<file path="src/rtl/qcw_burst_sequencer_if.sv">
// Control, status and PLL/gate-drive signals of the QCW burst sequencer.
// The sequencer binds to the slave modport; the trigger/PLL side binds to master.
interface qcw_burst_sequencer_if #(
  parameter int unsigned CNT_W   = 16,
  parameter int unsigned BURST_W = 24
);
  logic               start;
  logic [BURST_W-1:0] burst_len;
  logic               abort;
  logic               fault_clr;
  logic               feedback_in;
  logic               pll_out;
  logic               pll_enable;
  logic               pll_load;
  logic [CNT_W-1:0]   pll_period;
  logic               drive_out;
  logic               busy;
  logic               done;
  logic               fault;
  logic [2:0]         state;

  modport master (
    output start, burst_len, abort, fault_clr, feedback_in, pll_out,
    input  pll_enable, pll_load, pll_period, drive_out, busy, done, fault, state
  );

  modport slave (
    input  start, burst_len, abort, fault_clr, feedback_in, pll_out,
    output pll_enable, pll_load, pll_period, drive_out, busy, done, fault, state
  );
endinterface

</file>
<file path="src/rtl/qcw_burst_sequencer.sv">
// One QCW burst: open-loop kick, hand-off to PLL tracking with a feedback-loss
// watchdog, then a stop on a low drive edge. Owns gate drive select and fault latch.
module qcw_burst_sequencer #(
  parameter int unsigned CNT_W       = 16,
  parameter int unsigned BURST_W     = 24,
  parameter int unsigned KICK_HALF   = 350,
  parameter int unsigned KICK_CYCLES = 4,
  parameter int unsigned FB_TIMEOUT  = 2000
) (
  input  logic                        clk,
  input  logic                        rst_n,
  qcw_burst_sequencer_if.slave        bus
);

  localparam logic [CNT_W-1:0]   HALF_LAST = CNT_W'(KICK_HALF - 1);
  localparam logic [CNT_W-1:0]   KICK_LAST = CNT_W'(KICK_CYCLES - 1);
  localparam logic [CNT_W-1:0]   WD_LIMIT  = CNT_W'(FB_TIMEOUT);
  localparam logic [CNT_W-1:0]   PERIOD    = CNT_W'(2 * KICK_HALF);
  localparam logic [BURST_W-1:0] BURST_ONE = BURST_W'(1);

  typedef enum logic [2:0] {
    S_IDLE  = 3'd0,
    S_KICK  = 3'd1,
    S_TRACK = 3'd2,
    S_STOP  = 3'd3,
    S_DONE  = 3'd4,
    S_FAULT = 3'd5
  } state_e;

  state_e             state_q, state_d;
  logic [CNT_W-1:0]   half_q, half_d;
  logic [CNT_W-1:0]   kick_q, kick_d;
  logic [CNT_W-1:0]   wd_q, wd_d;
  logic [BURST_W-1:0] burst_q, burst_d;
  logic [BURST_W-1:0] len_q, len_d;
  logic               phase_q, phase_d;
  logic               src_pll_q, src_pll_d;
  logic               fb_s1_q, fb_s1_d;
  logic               fb_s2_q, fb_s2_d;
  logic               fb_s3_q, fb_s3_d;
  logic               drive_q, drive_d;
  logic               load_q, load_d;
  logic               en_q, en_d;
  logic               busy_q, busy_d;
  logic               done_q, done_d;
  logic               fault_q, fault_d;

  logic fb_edge;
  logic wd_hit;
  logic burst_exp;
  logic kick_end;

  always_ff @(posedge clk or negedge rst_n) begin
    if (!rst_n) begin
      state_q   <= S_IDLE;
      half_q    <= '0;
      kick_q    <= '0;
      wd_q      <= '0;
      burst_q   <= '0;
      len_q     <= '0;
      phase_q   <= 1'b0;
      src_pll_q <= 1'b0;
      fb_s1_q   <= 1'b0;
      fb_s2_q   <= 1'b0;
      fb_s3_q   <= 1'b0;
      drive_q   <= 1'b0;
      load_q    <= 1'b0;
      en_q      <= 1'b0;
      busy_q    <= 1'b0;
      done_q    <= 1'b0;
      fault_q   <= 1'b0;
    end else begin
      state_q   <= state_d;
      half_q    <= half_d;
      kick_q    <= kick_d;
      wd_q      <= wd_d;
      burst_q   <= burst_d;
      len_q     <= len_d;
      phase_q   <= phase_d;
      src_pll_q <= src_pll_d;
      fb_s1_q   <= fb_s1_d;
      fb_s2_q   <= fb_s2_d;
      fb_s3_q   <= fb_s3_d;
      drive_q   <= drive_d;
      load_q    <= load_d;
      en_q      <= en_d;
      busy_q    <= busy_d;
      done_q    <= done_d;
      fault_q   <= fault_d;
    end
  end

  always_comb begin
    state_d   = state_q;
    half_d    = half_q;
    kick_d    = kick_q;
    wd_d      = wd_q;
    burst_d   = burst_q;
    len_d     = len_q;
    phase_d   = phase_q;
    src_pll_d = src_pll_q;
    drive_d   = 1'b0;
    load_d    = 1'b0;
    wd_hit    = 1'b0;

    // feedback_in is asynchronous: two sync stages, third stage for edge detect
    fb_s1_d = bus.feedback_in;
    fb_s2_d = fb_s1_q;
    fb_s3_d = fb_s2_q;
    fb_edge = fb_s2_q & ~fb_s3_q;

    // internal open-loop source keeps running into STOP when no hand-off happened
    kick_end = 1'b0;
    if (state_q == S_KICK || (state_q == S_STOP && !src_pll_q)) begin
      if (half_q == HALF_LAST) begin
        half_d  = '0;
        phase_d = ~phase_q;
        if (!phase_q) begin
          kick_d   = kick_q + CNT_W'(1);
          kick_end = (kick_q == KICK_LAST);
        end
      end else begin
        half_d = half_q + CNT_W'(1);
      end
    end

    if (state_q == S_TRACK || (state_q == S_STOP && src_pll_q)) begin
      wd_d   = fb_edge ? '0 : wd_q + CNT_W'(1);
      wd_hit = (wd_d == WD_LIMIT);
    end

    burst_exp = (burst_q == len_q - BURST_ONE);
    if (state_q == S_KICK || state_q == S_TRACK) begin
      burst_d = burst_q + BURST_ONE;
    end

    unique case (state_q)
      S_IDLE: begin
        if (bus.start && bus.burst_len != '0) begin
          state_d   = S_KICK;
          len_d     = bus.burst_len;
          burst_d   = '0;
          half_d    = '0;
          kick_d    = '0;
          wd_d      = '0;
          phase_d   = 1'b1;
          src_pll_d = 1'b0;
          load_d    = 1'b1;
        end
      end
      S_KICK: begin
        if (bus.abort || burst_exp) begin
          state_d = S_STOP;
        end else if (kick_end) begin
          state_d   = S_TRACK;
          src_pll_d = 1'b1;
          wd_d      = '0;
        end
      end
      S_TRACK: begin
        if (wd_hit) begin
          state_d = S_FAULT;
        end else if (bus.abort || burst_exp) begin
          state_d = S_STOP;
        end
      end
      S_STOP: begin
        if (wd_hit) begin
          state_d = S_FAULT;
        end else if (!drive_q) begin
          state_d = S_DONE;
        end
      end
      S_DONE: begin
        state_d = S_IDLE;
      end
      S_FAULT: begin
        if (bus.fault_clr) begin
          state_d = S_IDLE;
        end
      end
      default: begin
        state_d = S_IDLE;
      end
    endcase

    // gate drive follows whichever source is active in the state being entered
    unique case (state_d)
      S_KICK:  drive_d = phase_d;
      S_TRACK: drive_d = bus.pll_out;
      S_STOP:  drive_d = src_pll_d ? bus.pll_out : phase_d;
      default: drive_d = 1'b0;
    endcase

    en_d    = (state_d == S_KICK) || (state_d == S_TRACK) || (state_d == S_STOP);
    busy_d  = en_d || (state_d == S_DONE);
    done_d  = (state_d == S_DONE);
    fault_d = (state_d == S_FAULT);
  end

  assign bus.pll_enable = en_q;
  assign bus.pll_load   = load_q;
  assign bus.pll_period = PERIOD;
  assign bus.drive_out  = drive_q;
  assign bus.busy       = busy_q;
  assign bus.done       = done_q;
  assign bus.fault      = fault_q;
  assign bus.state      = state_q;

endmodule

</file>
<file path="src/flat_wrapper.sv">
// flat-port wrapper written by rule: the top's interface ports become plain ports
module qcw_burst_sequencer_flat 
#(
  parameter int unsigned CNT_W       = 16,
  parameter int unsigned BURST_W     = 24,
  parameter int unsigned KICK_HALF   = 350,
  parameter int unsigned KICK_CYCLES = 4,
  parameter int unsigned FB_TIMEOUT  = 2000
)
  (clk, rst_n, bus_start, bus_burst_len, bus_abort, bus_fault_clr, bus_feedback_in, bus_pll_out, bus_pll_enable, bus_pll_load, bus_pll_period, bus_drive_out, bus_busy, bus_done, bus_fault, bus_state);
  qcw_burst_sequencer_if #(.CNT_W(CNT_W), .BURST_W(BURST_W)) bus_i ();
  input  logic clk;
  input  logic rst_n;
  input wire logic [$bits(bus_i.start)-1:0] bus_start;
  input wire logic [$bits(bus_i.burst_len)-1:0] bus_burst_len;
  input wire logic [$bits(bus_i.abort)-1:0] bus_abort;
  input wire logic [$bits(bus_i.fault_clr)-1:0] bus_fault_clr;
  input wire logic [$bits(bus_i.feedback_in)-1:0] bus_feedback_in;
  input wire logic [$bits(bus_i.pll_out)-1:0] bus_pll_out;
  output wire logic [$bits(bus_i.pll_enable)-1:0] bus_pll_enable;
  output wire logic [$bits(bus_i.pll_load)-1:0] bus_pll_load;
  output wire logic [$bits(bus_i.pll_period)-1:0] bus_pll_period;
  output wire logic [$bits(bus_i.drive_out)-1:0] bus_drive_out;
  output wire logic [$bits(bus_i.busy)-1:0] bus_busy;
  output wire logic [$bits(bus_i.done)-1:0] bus_done;
  output wire logic [$bits(bus_i.fault)-1:0] bus_fault;
  output wire logic [$bits(bus_i.state)-1:0] bus_state;
  assign bus_i.start = bus_start;
  assign bus_i.burst_len = bus_burst_len;
  assign bus_i.abort = bus_abort;
  assign bus_i.fault_clr = bus_fault_clr;
  assign bus_i.feedback_in = bus_feedback_in;
  assign bus_i.pll_out = bus_pll_out;
  assign bus_pll_enable = bus_i.pll_enable;
  assign bus_pll_load = bus_i.pll_load;
  assign bus_pll_period = bus_i.pll_period;
  assign bus_drive_out = bus_i.drive_out;
  assign bus_busy = bus_i.busy;
  assign bus_done = bus_i.done;
  assign bus_fault = bus_i.fault;
  assign bus_state = bus_i.state;
  qcw_burst_sequencer #(.CNT_W(CNT_W), .BURST_W(BURST_W), .KICK_HALF(KICK_HALF), .KICK_CYCLES(KICK_CYCLES), .FB_TIMEOUT(FB_TIMEOUT)) u_core (.clk(clk), .rst_n(rst_n), .bus(bus_i));
endmodule
</file>
<file path="config.mk">
export PLATFORM = sky130hd
export DESIGN_NAME = qcw_burst_sequencer_flat
export DESIGN_NICKNAME = d
export VERILOG_FILES = /design/src/rtl/qcw_burst_sequencer_if.sv /design/src/rtl/qcw_burst_sequencer.sv /design/src/flat_wrapper.sv
export SDC_FILE = /design/constraint.sdc
export NUM_CORES = 1
export LEC_CHECK = 0
export BUFFER_PORTS_ARGS = -buffer_cell sky130_fd_sc_hd__buf_2
export CAP_MARGIN = 20
export CORE_MARGIN = 2
export CORE_UTILIZATION = 45
export DETAILED_ROUTE_END_ITERATION = 10
export SYNTH_ARGS = -nofsm -noshare
export SYNTH_HDL_FRONTEND = slang
export SYNTH_SLANG_ARGS = --single-unit
</file>
<file path="constraint.sdc">
create_clock -name clk -period 7.4 [get_ports clk]
set_input_delay 1.48 -clock clk [delete_from_list [all_inputs] [get_ports clk]]
set_output_delay 1.48 -clock clk [all_outputs]
set_load 0.05 [all_outputs]
</file>
==> flow_summary.toml, run 1 <==
[clocking]
deepest_clock_path_buffer_count = 2
cts.sink_count = 110
cts.repair_timing.setup_buffer_count = 0
ctsRootBufferMaster = "sky130_fd_sc_hd__clkbuf_16"
htree_num_levels = 3
clock_tree_from_tritoncts = "yes"
hold_buffers = 0
resized_cells_post_cts = 0
clock_latency_at_the_later_pin_of_the_worst_skew_pair_ns = 0.36
clk_pin_slew_worst_paths_ns = 0.07
cts_made_buffers = 9

[synth]
yosysWarnings = 0
synth.avg_cell_area_um2 = 9.20
number_of_standard_cells_after_synthesis = 687
synth_async_sr_flop_share_pct = 100
synth_ff_type = "sky130_fd_sc_hd__dfrtp_1"
synth_seq_area_share_pct = 43.6
synth.cell_area_um2 = 6320
synth-seq-cells = 110
synth_cell_type_count = 66
number_of_enable_flip_flop_cells_after_synthesis = 0

[layout]
most_common_cell_after_layout_fill_and_taps_aside = "sky130_fd_sc_hd__dfrtp_1"
final_net_count = 749
antennaDiodeCount = 0
final.fill_count = 1313
most_frequent_cells_in_the_layout = "sky130_fd_sc_hd__dfrtp_1, sky130_fd_sc_hd__nor2_1, sky130_fd_sc_hd__nand2_1, sky130_fd_sc_hd__a21oi_1, sky130_fd_sc_hd__xnor2_1"
multiInputGateArea_um2 = 3350
finalInstanceArea_um2 = 6880
seq_area_um2 = 2750
syn_to_final_growth_pct = 8.97
layout-drive-gt1-share_pct = 12.4

[sta]
worst_slew_margin_rel_pct = 34.2
fmax_mhz = 260
final_hold_viol_count = 0
worst_clock_skew_ns = 0.00921
rsz_0062_raised_after_global_routing = "no"
share_of_the_clock_period_used_by_the_worst_path_after_layout_pct = 52.0
setup_viol_count_final = 0
timing_max_transition_violations_final = 0
fin_crit_period_ns = 3.85
tns_ns = 0
least_margin_pin_slew_ns = 0.984

[routing]
remaining_drc_errors = 0
num_vias = 5009
drt-initial-drc-count = 321
drt_first_pass_iters = 5
average_vias_per_placed_instance = 5.58
wl_mm = 13.6
route.antenna.remaining_nets = 0
average_detailed_routed_wire_length_per_instance_um = 15.1

[grt]
global_route.overflow_total = 0
grt_util_all_layers_pct = 19.3
grt_max_degree = 71
first_pass_grt_wire_length_mm = 23.2
initial_antenna_violation_count = 0
grt_pass1_vias = 4832

[floorplan]
pin_count = 56
fp.dieArea_um2 = 15000
die_height_um = 122
core_region_area_um2 = 13800
die_x_um = 122
standard_cell_rows = 43
initial_utilization_pct = 45.9

[critical_path]
critical_path.max_fanout = 8
worstSetupPathType = "reg -> reg"
crit_chain = "inv_1 -> ha_1 -> or3b_1 -> or3_1 -> or3_1 -> a2111oi_2 -> nand4_1 -> nor4_4 -> a211oi_2 -> or4b_1 -> nand3_1"
worst_path_most_repeated_cell = "sky130_fd_sc_hd__or3_1"
start_kind = "register"
endpoint = "u_core.bus.drive_out$_DFF_PN0_"
critPathBufInv = 1
crit_cells = 11
critical_path.startpoint = "u_core.len_q[0]$_DFFE_PN0P_"
worst_ep_required_time_ns = 7.69
regToRegSetupSlack_ns = 3.55
r2r_cells = 11
worst_ep_arrival_time_ns = 4.14
r2r_end = "u_core.bus.drive_out$_DFF_PN0_"
path_delay_family = "simple AND/OR/NAND/NOR gates"
critical_path.max_stage_delay_ns = 0.53
cell_with_the_largest_stage_delay_on_the_worst_path = "sky130_fd_sc_hd__or4b_1"
endpoint_kind = "register"
worst_r2r_startpoint = "u_core.len_q[0]$_DFFE_PN0P_"

[power_and_ir_drop]
vdd_ir_drop_max_v = 0.000117
p_leak_uw = 0.00285
power-per-cell-area_nw_per_um2 = 315

[status]
status = "finished clean"

[place]
buffer_ports.inserted = 39
detailed_place.area_um2 = 6600
place.detailed.hpwl_mm = 9.69
routabilityCongestion = 0.838

[job]
max_cap_violations = 0

[min_path]
worst_hold_path_type = "reg -> reg"
==> registers in the layout (all words and copies together), names as in the netlist, 3 cells and up <==
name and flops:
u_core.half_q 16, u_core.bus.state 3, u_core.wd_q 16, u_core.burst_q 24, u_core.kick_q 16, u_core.len_q 24
==> synth_stat cells, types with 4 or more instances <==
library cell	n	share of area, %
sky130_fd_sc_hd__xor2_1	37	5.1
sky130_fd_sc_hd__and3_1	10	0.99
sky130_fd_sc_hd__buf_4	16	1.9
sky130_fd_sc_hd__nor4_1	25	2.5
sky130_fd_sc_hd__o211ai_1	5	0.59
sky130_fd_sc_hd__or3_1	19	1.9
sky130_fd_sc_hd__nand2b_1	12	1.2
sky130_fd_sc_hd__dfrtp_1	110	44
sky130_fd_sc_hd__xnor2_1	39	5.4
sky130_fd_sc_hd__o21ai_0	31	2.5
sky130_fd_sc_hd__nor3_1	20	1.6
sky130_fd_sc_hd__ha_1	6	1.2
sky130_fd_sc_hd__nand3b_1	4	0.48
sky130_fd_sc_hd__nand3_1	22	1.7
sky130_fd_sc_hd__nor2_1	80	4.8
sky130_fd_sc_hd__nand2_1	58	3.4
sky130_fd_sc_hd__inv_1	11	0.65
sky130_fd_sc_hd__a31oi_1	7	0.69
sky130_fd_sc_hd__buf_1	4	0.24
sky130_fd_sc_hd__nand4b_1	4	0.55
sky130_fd_sc_hd__a21oi_1	40	3.2
sky130_fd_sc_hd__clkbuf_1	21	1.2
sky130_fd_sc_hd__nand4_1	19	1.9
sky130_fd_sc_hd__mux2_2	21	3.7
sky130_fd_sc_hd__or4_1	6	0.71
sky130_fd_sc_hd__and2_1	4	0.40
sky130_fd_sc_hd__mux2i_1	5	0.79
==> layout make-up <==
| type | count | share of cell area [%] |
|---|---|---|
| Inverter | 12 | 0.654 |
| Tap cell | 180 | 3.27 |
| Sequential cell | 110 | 40.0 |
| Clock inverter | 7 | 0.854 |
| Timing Repair Buffer | 43 | 3.31 |
| Multi-Input combinational cell | 536 | 48.7 |
| Clock buffer | 9 | 3.27 |
==> kinds of logic (layout without fill, tap and decap cells) <==
kind of cell,count (synthesis),in the layout,share of synthesized area [%]
xor+xnor,76,76,10.5
flops,110,110,43.6
other cells,2,16,0.119
compound gates,111,111,10.9
mux,26,26,4.54
simple gates,301,301,24.9
fa+ha+maj,6,6,1.19
buf+inv,55,71,4.26
==> per-layer routing <==
layer / wire length (um) / GRT usage (%) / share of wire, %
met1: 6650 / 26.9 / 49
met2: 6320 / 30.9 / 47
met3: 508 / 4.32 / 3.7
met4: 100 / 4.24 / 0.74
met5: 0 / 0 / 0
==> report_power, final <==
part,internal (uW),total [uW],switching (uW)
registers,723,897,174
clock network,234,468,234
logic,321,801,480
total,1280,2170,888
==> through the flow <==
step	power [uW]	hold slack [ns]	cells	util [%]	setup slack (ns)
global placement	1690	0.335	881	47.9	3.67
detailed placement	1710	0.348	881	47.9	3.57
CTS	2180	0.366	897	50.0	3.58
finish	2170	0.359	897	50.0	3.55
global route	2320	0.375	897	50.0	3.39
floorplan	1520	0.331	701	-	4.00
==> worst min-delay path by stage <==
stage,from,cells after the start,endpoint
after detailed placement,u_core.fb_s1_q$_DFF_PN0_,0,u_core.fb_s2_q$_DFF_PN0_
after CTS,u_core.fb_s1_q$_DFF_PN0_,0,u_core.fb_s2_q$_DFF_PN0_
final,u_core.fb_s1_q$_DFF_PN0_,0,u_core.fb_s2_q$_DFF_PN0_
after global routing,u_core.fb_s1_q$_DFF_PN0_,0,u_core.fb_s2_q$_DFF_PN0_
after global placement,u_core.fb_s1_q$_DFF_PN0_,0,u_core.fb_s2_q$_DFF_PN0_
after floorplan,u_core.fb_s1_q$_DFF_PN0_,0,u_core.fb_s2_q$_DFF_PN0_
(Power assumes the default switching activity.)
==> run 2, diff against run 1 <==
--- a/config.mk
+++ b/config.mk
@@ -10,6 +10,7 @@
 export CORE_MARGIN = 2
 export CORE_UTILIZATION = 45
 export DETAILED_ROUTE_END_ITERATION = 10
+export PLACE_DENSITY = 0.65
 export SYNTH_ARGS = -nofsm -noshare
 export SYNTH_HDL_FRONTEND = slang
 export SYNTH_SLANG_ARGS = --single-unit
==> constraint.sdc (replaced) <==
create_clock -name clk -period 3.3 [get_ports clk]
set_input_delay 0.66 -clock clk [delete_from_list [all_inputs] [get_ports clk]]
set_output_delay 0.66 -clock clk [all_outputs]
set_load 0.05 [all_outputs]
==> run 2 against run 1 <==
First-iteration DRC count is 1.6% higher. Largest cell class unchanged. Via count grew 5.4%. Global-route usage up 0.69 points. Maximum frequency increased by 17%. Critical endpoint unchanged. Clock skew grew 0.00086 ns. Wire length increased by 6.2%. Clock power rose to 2.5 times the previous value. Total power rose to 2.5 times the previous value. Count of clock-buffer cells in the layout unchanged. Register-to-register slack got worse by 3.5 ns. Critical path depth is 1 higher. Setup slack worse by 3.5 ns.
==> flow_summary.toml, run 2 (synthesized netlist as in run 1, its figures left out) <==
[routing]
drt_first_pass_iters = 5
average_detailed_routed_wire_length_per_instance_um = 15.4
average_vias_per_placed_instance = 5.65
remaining_drc_errors = 0
route.antenna.remaining_nets = 0
drt-initial-drc-count = 326
num_vias = 5278
wl_mm = 14.4

[place]
detailedPlace.worstSlack_ns = -0.0866
place.detailed.hpwl_mm = 10.2
routabilityCongestion = 0.972
buffer_ports.inserted = 39

[layout]
most_frequent_cells_in_the_layout = "sky130_fd_sc_hd__dfrtp_1, sky130_fd_sc_hd__nor2_1, sky130_fd_sc_hd__nand2_1, sky130_fd_sc_hd__xnor2_1, sky130_fd_sc_hd__a21oi_1"
antennaDiodeCount = 0
final.fill_count = 1265
layout_top_registers = "u_core.burst_q x24, u_core.len_q x24"
most_common_cell_after_layout_fill_and_taps_aside = "sky130_fd_sc_hd__dfrtp_1"
layout-drive-gt1-share_pct = 18.4
multiInputGateArea_um2 = 3430
syn_to_final_growth_pct = 15.9
seq_area_um2 = 2750
postLayoutCoreUtil_pct = 53.2
final_net_count = 786

[critical_path]
regToRegSetupSlack_ns = 0.02
critical_path.max_stage_delay_ns = 0.52
critical_path.max_fanout = 2
worst_ep_arrival_time_ns = 3.58
worst_path_most_repeated_cell = "sky130_fd_sc_hd__nor4_4"
critPathBufInv = 2
worstSetupPathType = "reg -> reg"
worst_ep_required_time_ns = 3.60
path_delay_family = "simple AND/OR/NAND/NOR gates"
endpoint_kind = "register"
start_kind = "register"
crit_chain = "inv_2 -> ha_4 -> or3b_4 -> or3_4 -> buf_6 -> nor4_4 -> xnor2_1 -> or4_4 -> nor4_4 -> a211oi_2 -> or4b_1 -> nand3_1"
cell_with_the_largest_stage_delay_on_the_worst_path = "sky130_fd_sc_hd__or4b_1"

[grt]
grt_util_all_layers_pct = 20.0
initial_antenna_violation_count = 0
global_route.overflow_total = 0
first_pass_grt_wire_length_mm = 23.8
grt_pass1_vias = 5043
grt_max_degree = 71

[power_and_ir_drop]
power.sequential.fraction_pct = 35.4
power_spent_charging_and_discharging_nets_uw = 2140
power.share.switching_pct = 39.5
clockPowerShare_pct = 22.0
power-per-cell-area_nw_per_um2 = 740
share_comb_of_total_power_pct = 42.6
p_leak_uw = 0.00307
cell_internal_pwr_uw = 3280
vdd_ir_drop_max_v = 0.000315

[clocking]
ctsRootBufferMaster = "sky130_fd_sc_hd__clkbuf_16"
clk_pin_slew_worst_paths_ns = 0.08
clock_latency_at_the_later_pin_of_the_worst_skew_pair_ns = 0.36
cts_made_buffers = 9
cts.sink_count = 110
clock_tree_from_tritoncts = "yes"
htree_num_levels = 3
deepest_clock_path_buffer_count = 2

[sta]
share_of_the_clock_period_used_by_the_worst_path_after_layout_pct = 99.4
fmax_mhz = 305
worst_clock_skew_ns = 0.0101
finalWorstSetupSlack_ns = 0.0183
least_margin_pin_slew_ns = 0.717
tns_ns = 0
fin_crit_period_ns = 3.28
worst_slew_margin_rel_pct = 52.1
final_hold_viol_count = 0
rsz_0062_raised_after_global_routing = "yes"
setup_viol_count_final = 0
timing_max_transition_violations_final = 0

[floorplan]
standard_cell_rows = 43
fp.dieArea_um2 = 15000
die_x_um = 122
die_height_um = 122
pin_count = 56
core_region_area_um2 = 13800
initial_utilization_pct = 45.9

[status]
status = "finished clean"

[job]
max_cap_violations = 0

[min_path]
worst_hold_path_type = "in -> async"
run 2: layout make-up:
cell class | instances | share of cell area, %
Clock inverter | 7 | 1.33
Sequential cell | 110 | 37.6
Tap cell | 180 | 3.07
Timing Repair Buffer | 80 | 7.52
Multi-Input combinational cell | 536 | 46.8
Clock buffer | 9 | 3.07
Inverter | 12 | 0.615
run 2: power groups by stage:
stage	Clock, uW	Combinational, uW	Sequential [uW]
finish	1190	2310	1920
global route	1270	2530	1960
CTS	1220	2270	1910
detailed placement	0	2200	1930
global placement	0	2140	1910
floorplan	0	1360	2040
run 2: per-layer routing:
metal | wire [um] | track usage [%] | vias up
li1 | - | - | 2548
met1 | 6600 | 26.4 | 2569
met5 | 0 | 0 | -
met4 | 370 | 9.05 | 0
met2 | 6840 | 32.2 | 130
met3 | 609 | 3.53 | 31
run 2: what timing repair did:
action,CTS,global route
hold buffers,0,0
resized for setup,10,10
endpoints found under the setup margin,3,20
pin swaps,8,5
endpoints found under the hold margin,0,0
buffers inserted,4,0
run 2: path summary, 6_finish.rpt:
check	start	end	depth (start not counted)
min in group clk	u_core.fb_s1_q$_DFF_PN0_	u_core.fb_s2_q$_DFF_PN0_	0
worst min-delay path	rst_n	u_core.half_q[11]$_DFF_PN0_	1
worst max register to register	u_core.len_q[0]$_DFFE_PN0P_	u_core.bus.drive_out$_DFF_PN0_	12
max in group asynchronous	rst_n	u_core.len_q[3]$_DFFE_PN0P_	2
worst max-delay path	u_core.len_q[0]$_DFFE_PN0P_	u_core.bus.drive_out$_DFF_PN0_	12
worst min register to register	u_core.fb_s1_q$_DFF_PN0_	u_core.fb_s2_q$_DFF_PN0_	0
run 2: metrics by stage:
step | hold slack, ns | std cells | cell area (um2) | total power, uW
finish | 0.287 | 934 | 7320 | 5420
global route | 0.322 | 934 | 7320 | 5760
CTS | 0.300 | 934 | 7280 | 5400
detailed placement | 0.345 | 915 | 6890 | 4130
global placement | 0.336 | 915 | 6890 | 4050
floorplan | 0.331 | 701 | 6370 | 3410
run 2: worst register-to-register path, delay by kind of cell (launching register included):
kind,cells,cell delay (ns)
simple gates,7,2.24
fa+ha+maj,1,0.13
flops,1,0.39
xor+xnor,1,0.10
buf+inv,2,0.21
compound gates,1,0.13
==> run 3, diff against run 2 <==
--- a/config.mk
+++ b/config.mk
@@ -7,6 +7,7 @@
 export LEC_CHECK = 0
 export BUFFER_PORTS_ARGS = -buffer_cell sky130_fd_sc_hd__buf_2
 export CAP_MARGIN = 20
+export CORE_ASPECT_RATIO = 0.9
 export CORE_MARGIN = 2
 export CORE_UTILIZATION = 45
 export DETAILED_ROUTE_END_ITERATION = 10
==> run 3 against run 2 <==
The flow now finishes with violations (negative setup slack). First-iteration DRC count up 62%. Count of clock-buffer cells in the layout rose by 2. Utilization fell by 0.21 points. Final area grew 0.17%. Largest power group unchanged.
==> flow_summary.toml, run 3 (synthesized netlist as in run 1, its figures left out) <==
[min_path]
worst_hold_path_type = "in -> async"

[clocking]
clock_latency_at_the_later_pin_of_the_worst_skew_pair_ns = 0.36
clock_tree_from_tritoncts = "yes"
cts_made_buffers = 9
htree_num_levels = 3
hold_buffers = 0
clk_pin_slew_worst_paths_ns = 0.07
ctsRootBufferMaster = "sky130_fd_sc_hd__clkbuf_16"
deepest_clock_path_buffer_count = 2
cts.sink_count = 110

[critical_path]
worst_ep_required_time_ns = 3.59
critPathBufInv = 1
worst_ep_arrival_time_ns = 3.64
crit_chain = "or4_1 -> or3_4 -> or3_4 -> a2111oi_4 -> nand4_1 -> nor4_4 -> buf_4 -> a211oi_2 -> or4b_1 -> nand3_1"
cell_with_the_largest_stage_delay_on_the_worst_path = "sky130_fd_sc_hd__or4_1"
start_kind = "register"
worstSetupPathType = "reg -> reg"
critical_path.max_stage_delay_ns = 0.58
critical_path.max_fanout = 2
path_delay_family = "simple AND/OR/NAND/NOR gates"
endpoint_kind = "register"
worst_path_most_repeated_cell = "sky130_fd_sc_hd__or3_4"

[sta]
finalWorstSetupSlack_ns = -0.0412
fmax_mhz = 299
setup_viol_count_final = 1
rsz_0062_raised_after_global_routing = "yes"
fin_crit_period_ns = 3.34
final_hold_viol_count = 0
timing_max_transition_violations_final = 0
worst_clock_skew_ns = 0.00786
worst_slew_margin_rel_pct = 53.5
share_of_the_clock_period_used_by_the_worst_path_after_layout_pct = 101
tns_ns = -0.0412
least_margin_pin_slew_ns = 0.698

[place]
routabilityCongestion = 0.891
place.detailed.hpwl_mm = 10.4
place.detailed.instances = 911
buffer_ports.inserted = 39

[power_and_ir_drop]
power-per-cell-area_nw_per_um2 = 739
p_leak_uw = 0.00309
vdd_ir_drop_max_v = 0.000306

[routing]
route.antenna.remaining_nets = 0
wl_mm = 14.5
num_vias = 5269
average_vias_per_placed_instance = 5.67
drt-initial-drc-count = 528
drt_first_pass_iters = 5
average_detailed_routed_wire_length_per_instance_um = 15.6
remaining_drc_errors = 0

[floorplan]
die_x_um = 129
die_height_um = 116
standard_cell_rows = 41
core_region_area_um2 = 13900
pin_count = 56
fp.dieArea_um2 = 15000
initial_utilization_pct = 45.6

[grt]
initial_antenna_violation_count = 0
first_pass_grt_wire_length_mm = 24.2
grt_pass1_vias = 5080
global_route.overflow_total = 0
grt_max_degree = 71
grt_util_all_layers_pct = 20.3

[layout]
most_common_cell_after_layout_fill_and_taps_aside = "sky130_fd_sc_hd__dfrtp_1"
most_frequent_cells_in_the_layout = "sky130_fd_sc_hd__dfrtp_1, sky130_fd_sc_hd__nor2_1, sky130_fd_sc_hd__nand2_1, sky130_fd_sc_hd__buf_4, sky130_fd_sc_hd__a21oi_1"
fin_cells = 930
antennaDiodeCount = 0
postLayoutCoreUtil_pct = 53.0
final.fill_count = 1253
layout_top_registers = "u_core.burst_q x24, u_core.len_q x24"
syn_to_final_growth_pct = 16.1
layout-drive-gt1-share_pct = 18.6
final_net_count = 790

[status]
status = "finished with violations"
failed_checks = "negative setup slack"

[job]
max_cap_violations = 0
run 3: where the power goes:
group / internal (uW) / leakage [uW] / switching [uW]
clock: 707 / 0.000162 / 500
combinational: 985 / 0.00148 / 1320
sequential: 1620 / 0.00145 / 292
total: 3310 / 0.00309 / 2110
run 3: what timing repair did:
item,4_1_cts,5_1_grt
buffers inserted,3,0
gates resized for setup,6,13
endpoints found under the setup margin,12,21
pin swaps,9,7
run 3: worst paths after layout:
| check | startpoint | to | slack (ns) | cells after the start |
|---|---|---|---|---|
| setup reg to reg | u_core.len_q[8]$_DFFE_PN0P_ | u_core.bus.drive_out$_DFF_PN0_ | -0.04 | 10 |
| hold reg to reg | u_core.fb_s1_q$_DFF_PN0_ | u_core.fb_s2_q$_DFF_PN0_ | 0.36 | 0 |
| min in group clk | u_core.fb_s1_q$_DFF_PN0_ | u_core.fb_s2_q$_DFF_PN0_ | 0.36 | 0 |
| max in group asynchronous | rst_n | u_core.len_q[13]$_DFFE_PN0P_ | 2.09 | 2 |
| setup / recovery | u_core.len_q[8]$_DFFE_PN0P_ | u_core.bus.drive_out$_DFF_PN0_ | -0.04 | 10 |
| hold / removal | rst_n | u_core.half_q[11]$_DFF_PN0_ | 0.34 | 1 |
run 3: cell type report:
class,instances,area (um2),area share [%]
multi-input cells,536,3420,46.6
repair buffers,84,572,7.79
flip-flops and latches,110,2750,37.5
inverters,12,47.5,0.648
clock buffers,11,253,3.44
well taps,172,215,2.93
clock inverters,5,81.3,1.11
run 3: metal layers:
layer	share of wire (%)	routed length (um)	vias up	track usage, %
li1	-	-	2564	-
met1	46	6710	2555	27.5
met2	48	6920	127	32.8
met3	4.4	637	23	4.72
met4	1.5	218	0	5.94
met5	0	0	-	0
run 3: through the flow:
stage          power (uW)  cell area [um2]  worst slack (ns)  hold slack [ns]
3_3_place_gp         4060             6900           -0.0116            0.333
6_report             5420             7340           -0.0412            0.343
5_1_grt              5790             7340            -0.170            0.385
4_1_cts              5380             7280           -0.0916            0.362
3_5_place_dp         4130             6900            -0.118            0.345
2_1_floorplan        3410             6370           -0.0985            0.331
